===== src/rtl/decoder_grant_sequencer.sv =====
// Round-robin owner of a shared one-hot select decoder: one grant at a time, held until release, then a 1-cycle gap.
// Grant 1 cycle after req; no backpressure, owner holds until rel/req drop. Optional forced release: `define TIMEOUT_EN.
module decoder_grant_sequencer #(
  parameter int N        = 16,
  parameter int IDXW     = 4,
  parameter int MAX_HOLD = 15
) (
  input  logic            clk,
  input  logic            reset_n,
  input  logic            enable,
  input  logic [N-1:0]    req,
  input  logic [N-1:0]    rel,
  output logic            sel_en,
  output logic [IDXW-1:0] sel_idx,
  output logic [N-1:0]    sel_onehot,
  output logic            busy,
  output logic            timeout
);

  if (IDXW != $clog2(N)) begin : g_bad_idxw
    $error("IDXW must equal clog2(N)");
  end
  if (MAX_HOLD < 1) begin : g_bad_hold
    $error("MAX_HOLD must be at least 1");
  end

  typedef enum logic [1:0] {
    IDLE = 2'd0,
    BUSY = 2'd1,
    GAP  = 2'd2
  } state_t;

  state_t          state_q, state_d;
  logic [IDXW-1:0] sel_idx_q, sel_idx_d;
  logic [IDXW-1:0] rr_ptr_q, rr_ptr_d;
  logic [IDXW-1:0] winner;
  logic [IDXW-1:0] rr_next;
  logic [IDXW:0]   cand;
  logic            found;
  logic            owner_release;
  logic            hold_expired;

  // First requester at or after rr_ptr, wrapping N-1 -> 0.
  always_comb begin
    winner = rr_ptr_q;
    found  = 1'b0;
    cand   = '0;
    for (int i = 0; i < N; i++) begin
      cand = {1'b0, rr_ptr_q} + (IDXW+1)'(i);
      if (cand >= (IDXW+1)'(N)) begin
        cand = cand - (IDXW+1)'(N);
      end
      if (!found && req[cand[IDXW-1:0]]) begin
        winner = cand[IDXW-1:0];
        found  = 1'b1;
      end
    end
  end

  assign rr_next       = (sel_idx_q == IDXW'(N-1)) ? '0 : sel_idx_q + 1'b1;
  assign owner_release = rel[sel_idx_q] | ~req[sel_idx_q];

`ifdef TIMEOUT_EN
  localparam int HW = $clog2(MAX_HOLD + 1);
  logic [HW-1:0] hold_cnt_q, hold_cnt_d;
  logic          timeout_q, timeout_d;

  assign hold_expired = (state_q == BUSY) && (hold_cnt_q == HW'(MAX_HOLD - 1));
  assign timeout      = timeout_q;

  always_comb begin
    hold_cnt_d = hold_cnt_q;
    timeout_d  = 1'b0;
    if (state_q == IDLE) begin
      hold_cnt_d = '0;
    end else if (state_q == BUSY) begin
      // A genuine release in the expiry cycle wins and suppresses the pulse.
      if (owner_release) begin
        hold_cnt_d = '0;
      end else if (hold_expired) begin
        hold_cnt_d = '0;
        timeout_d  = 1'b1;
      end else begin
        hold_cnt_d = hold_cnt_q + 1'b1;
      end
    end
  end

  always_ff @(posedge clk or negedge reset_n) begin
    if (!reset_n) begin
      hold_cnt_q <= '0;
      timeout_q  <= 1'b0;
    end else begin
      hold_cnt_q <= hold_cnt_d;
      timeout_q  <= timeout_d;
    end
  end
`else
  assign hold_expired = 1'b0;
  assign timeout      = 1'b0;
`endif

  always_comb begin
    state_d   = state_q;
    sel_idx_d = sel_idx_q;
    rr_ptr_d  = rr_ptr_q;
    case (state_q)
      IDLE: begin
        if (enable && (|req)) begin
          sel_idx_d = winner;
          state_d   = BUSY;
        end
      end
      BUSY: begin
        if (owner_release || hold_expired) begin
          rr_ptr_d = rr_next;
          state_d  = GAP;
        end
      end
      GAP:     state_d = IDLE;
      default: state_d = IDLE;
    endcase
  end

  always_ff @(posedge clk or negedge reset_n) begin
    if (!reset_n) begin
      state_q   <= IDLE;
      sel_idx_q <= '0;
      rr_ptr_q  <= '0;
    end else begin
      state_q   <= state_d;
      sel_idx_q <= sel_idx_d;
      rr_ptr_q  <= rr_ptr_d;
    end
  end

  assign sel_en  = (state_q == BUSY);
  assign busy    = (state_q != IDLE);
  assign sel_idx = sel_idx_q;

  always_comb begin
    sel_onehot = '0;
    if (sel_en) begin
      sel_onehot[sel_idx_q] = 1'b1;
    end
  end

endmodule


===== config.mk =====
export PLATFORM = sky130hd
export DESIGN_NAME = decoder_grant_sequencer
export DESIGN_NICKNAME = d
export VERILOG_FILES = /design/src/rtl/decoder_grant_sequencer.sv
export SDC_FILE = /design/constraint.sdc
export NUM_CORES = 1
export LEC_CHECK = 0
export BUFFER_PORTS_ARGS = -buffer_cell sky130_fd_sc_hd__clkbuf_2
export CAP_MARGIN = 20
export CORE_UTILIZATION = 46
export CTS_CLUSTER_SIZE = 16
export DETAILED_ROUTE_END_ITERATION = 10
export PLACE_DENSITY = 0.68
export SETUP_SLACK_MARGIN = 0.05
export SLEW_MARGIN = 25
export SYNTH_ARGS = -nofsm -noshare
export SYNTH_HDL_FRONTEND = slang
export SYNTH_SLANG_ARGS = --single-unit

===== constraint.sdc =====
create_clock -name clk -period 9.5 [get_ports clk]
set_input_delay 0.475 -clock clk [delete_from_list [all_inputs] [get_ports clk]]
set_output_delay 0.475 -clock clk [all_outputs]
set_load 0.01 [all_outputs]

==> flow_metrics.tcl <==
set metrics [dict create \
    grt_pass1_wl_mm 16.11 \
    cts_tree "yes" \
    period_needed_ns 4.502 \
    synth_cell_type_count 61 \
    antenna_found_initial 0 \
    htree_num_levels 1 \
    cts_max_path_buffers 2 \
    ys_ff_latch 10 \
    critPathKind "reg2reg" \
    synthesis.nets 433 \
    place_congestion 0.9648 \
    drt_iter0_drc 346 \
    status "completed" \
    fin_setup_tns_ns 0 \
    insertion_delay_ns 0.24 \
    worstSetupEndpointType "register" \
    rsz0062_at_grt "no" \
    finalNetCount 472 \
    io_pins 58 \
    drive_gt1_share_pct 26.12 \
    slew_violations 0 \
    ys_async_sr_fraction_pct 100.0 \
    crit_top_cell "or3_4" \
    fp.dieW_um 86.05 \
    setup_viol 0 \
    hold_viol 0 \
    cp.required_ns 9.60 \
    cp_data_arrival_time_ns 4.60 \
    cts_resized 0 \
    grt_pass1_vias 3031 \
    grt-ovfl-total 0 \
    setup.worst_path.start "rr_ptr_q[0]$_DFFE_PN0P_" \
    wl_per_cell_um 19.25 \
    syn_to_final_growth_pct 10.59 \
    post-cts-setup-buffers 0 \
    root_buffer "clkbuf_8" \
    mostFrequentLayoutCell "clkbuf_2" \
    postCtsHoldBufs 0 \
    totalWireLength_mm 10.03 \
    dr.pass1.iters 5 \
    grtUsageTotal_pct 27.57 \
    max_freq_mhz 222.1 \
    relSlewSlack_pct 38.70 \
    synth_edf_count 0 \
    clkTransAtPathRegs_ns 0.05 \
    crit_path_max_incr_delay_ns 0.84 \
    n_fill_cell 639 \
    rows 30 \
    synthesis.area_mm2 0.003249 \
    core_area_mm2 0.006794 \
    portBuffers 56 \
    min_path_type "in2async" \
    min_period_over_period_pct 47.39 \
    drc 0 \
    worstMarginPinSlew_ns 0.8939 \
    fp.dieH_um 86.05 \
    yosysWarnings 0 \
    numClockSinks 10 \
    start_kind "register" \
    path_max_fanout 19 \
    ant_nets 0 \
    path_cells "inv_1, ha_1, mux4_1, mux4_2, or3_4, or3_4, nor4_2, nand4b_1, xnor2_1, o21ai_1" \
    initial_core_util_pct 47.83 \
    ys_seq_area_share_pct 7.701 \
    grt_max_degree 28 \
    vias 3497 \
    finClkSkew_ns 0.005178 \
    syn_inst 387 \
    vias_per_cell 6.712 \
    final_cell_mix "clkbuf_2, nand2_1, mux2i_1" \
    diodes 0 \
    reg2reg_from "rr_ptr_q[0]$_DFFE_PN0P_" \
    numCtsBuffers 3 \
    drv_cap 0 \
    die-area_mm2 0.007404 \
    dp_hpwl_mm 7.664 \
    synth_flop_cell "dfrtp_1" \
    slowest_stage "ha_1" \
    syn_avg_cell_area_um2 8.396 \
]
-- kinds of logic after synthesis --
kind of cell             share of synthesized area (%)
buffers and inverters                            6.777
AO/OA/AOI/OAI                                    19.83
XOR/XNOR                                         3.504
other                                           0.1154
AND/OR/NAND/NOR                                  20.29
adder cells (fa/ha/maj)                          4.236
flip-flops                                       7.701
multiplexers                                     37.54
-- path summary, 6_finish.rpt --
| check | to | slack [ns] | cells past startpoint |
|---|---|---|---|
| setup / recovery | sel_idx[0]$_DFFE_PN0P_ | 5.00 | 10 |
| hold / removal | state_q[0]$_DFFE_PN0P_ | 0.09 | 1 |
| setup reg to reg | sel_idx[0]$_DFFE_PN0P_ | 5.00 | 10 |
| hold reg to reg | state_q[0]$_DFFE_PN0P_ | 0.63 | 3 |
| max in group asynchronous | sel_idx[0]$_DFFE_PN0P_ | 9.20 | 1 |
| min in group clk | state_q[0]$_DFFE_PN0P_ | 0.63 | 3 |
-- registers in the layout, summed over array words and instances, names as in the netlist --
| signal | cells |
|---|---|
| rr_ptr_q | 4 |
| sel_idx | 4 |
| state_q | 2 |
-- per-stage QoR --
step	hold slack (ns)	worst slack (ns)	instances	cell area, um2	utilization [%]
floorplan	0.1794	5.224	387	3249	-
global placement	0.3541	5.095	517	3538	52.08
detailed placement	0.3533	5.046	517	3538	52.08
CTS	0.1041	5.032	521	3593	52.89
global route	0.1071	4.758	521	3593	52.89
finish	0.09388	4.998	521	3593	52.89
-- routing by layer --
layer | vias to the layer above | GRT usage [%] | wire length (um)
li1 | 1589 | - | -
met1 | 1673 | 40.23 | 4341
met2 | 215 | 42.64 | 4617
met3 | 20 | 4.235 | 874
met4 | 0 | 6.818 | 197
met5 | - | 0 | 0
-- Yosys cell counts, types with 3 or more instances --
cell type   n  share of area (%)
o21ai_0    16                2.5
xnor2_1    10                2.7
nand2b_1    5               0.96
a31oi_1     5               0.96
nand3_1    13                2.0
a211oi_1    4               0.92
nor4_1      9                1.7
mux2_2     13                4.5
buf_4       3               0.69
inv_1      18                2.1
buf_6       4                1.4
clkbuf_1   15                1.7
o22a_1      3               0.81
dfrtp_1    10                7.7
ha_1       11                4.2
o31ai_1     3               0.69
o211ai_1    4               0.92
nand2_1    51                5.9
or2_2       3               0.58
a21oi_1    18                2.8
mux4_2     26                 18
o32ai_1    10                2.7
mux4_1      7                5.7
xor2_1      3               0.81
nor3_1      9                1.4
nand4_1     6                1.2
nor2b_1     3               0.58
nor2_1     28                3.2
mux2i_1    29                8.9
-- critical path: cells and delay by family, from the launching register on --
family          cells  cell delay, ns
mux                 2            1.07
flops               1            0.37
buf+inv             1            0.35
fa+ha+maj           1            0.84
xor+xnor            1            0.12
simple gates        4            1.54
compound gates      1            0.07
-- layout make-up --
| cell class | instances | area, um2 | share of cell area [%] |
|---|---|---|---|
| Timing Repair Buffer | 60 | 310.3 | 8.635 |
| Inverter | 21 | 78.83 | 2.194 |
| Tap cell | 96 | 120.1 | 3.343 |
| Clock buffer | 4 | 55.05 | 1.532 |
| Sequential cell | 10 | 250.2 | 6.964 |
| Multi-Input combinational cell | 330 | 2779 | 77.33 |
Power is left out: the tool's default activity adds up to more than one toggle a clock period on the data nets, which glitch-free logic cannot reach.
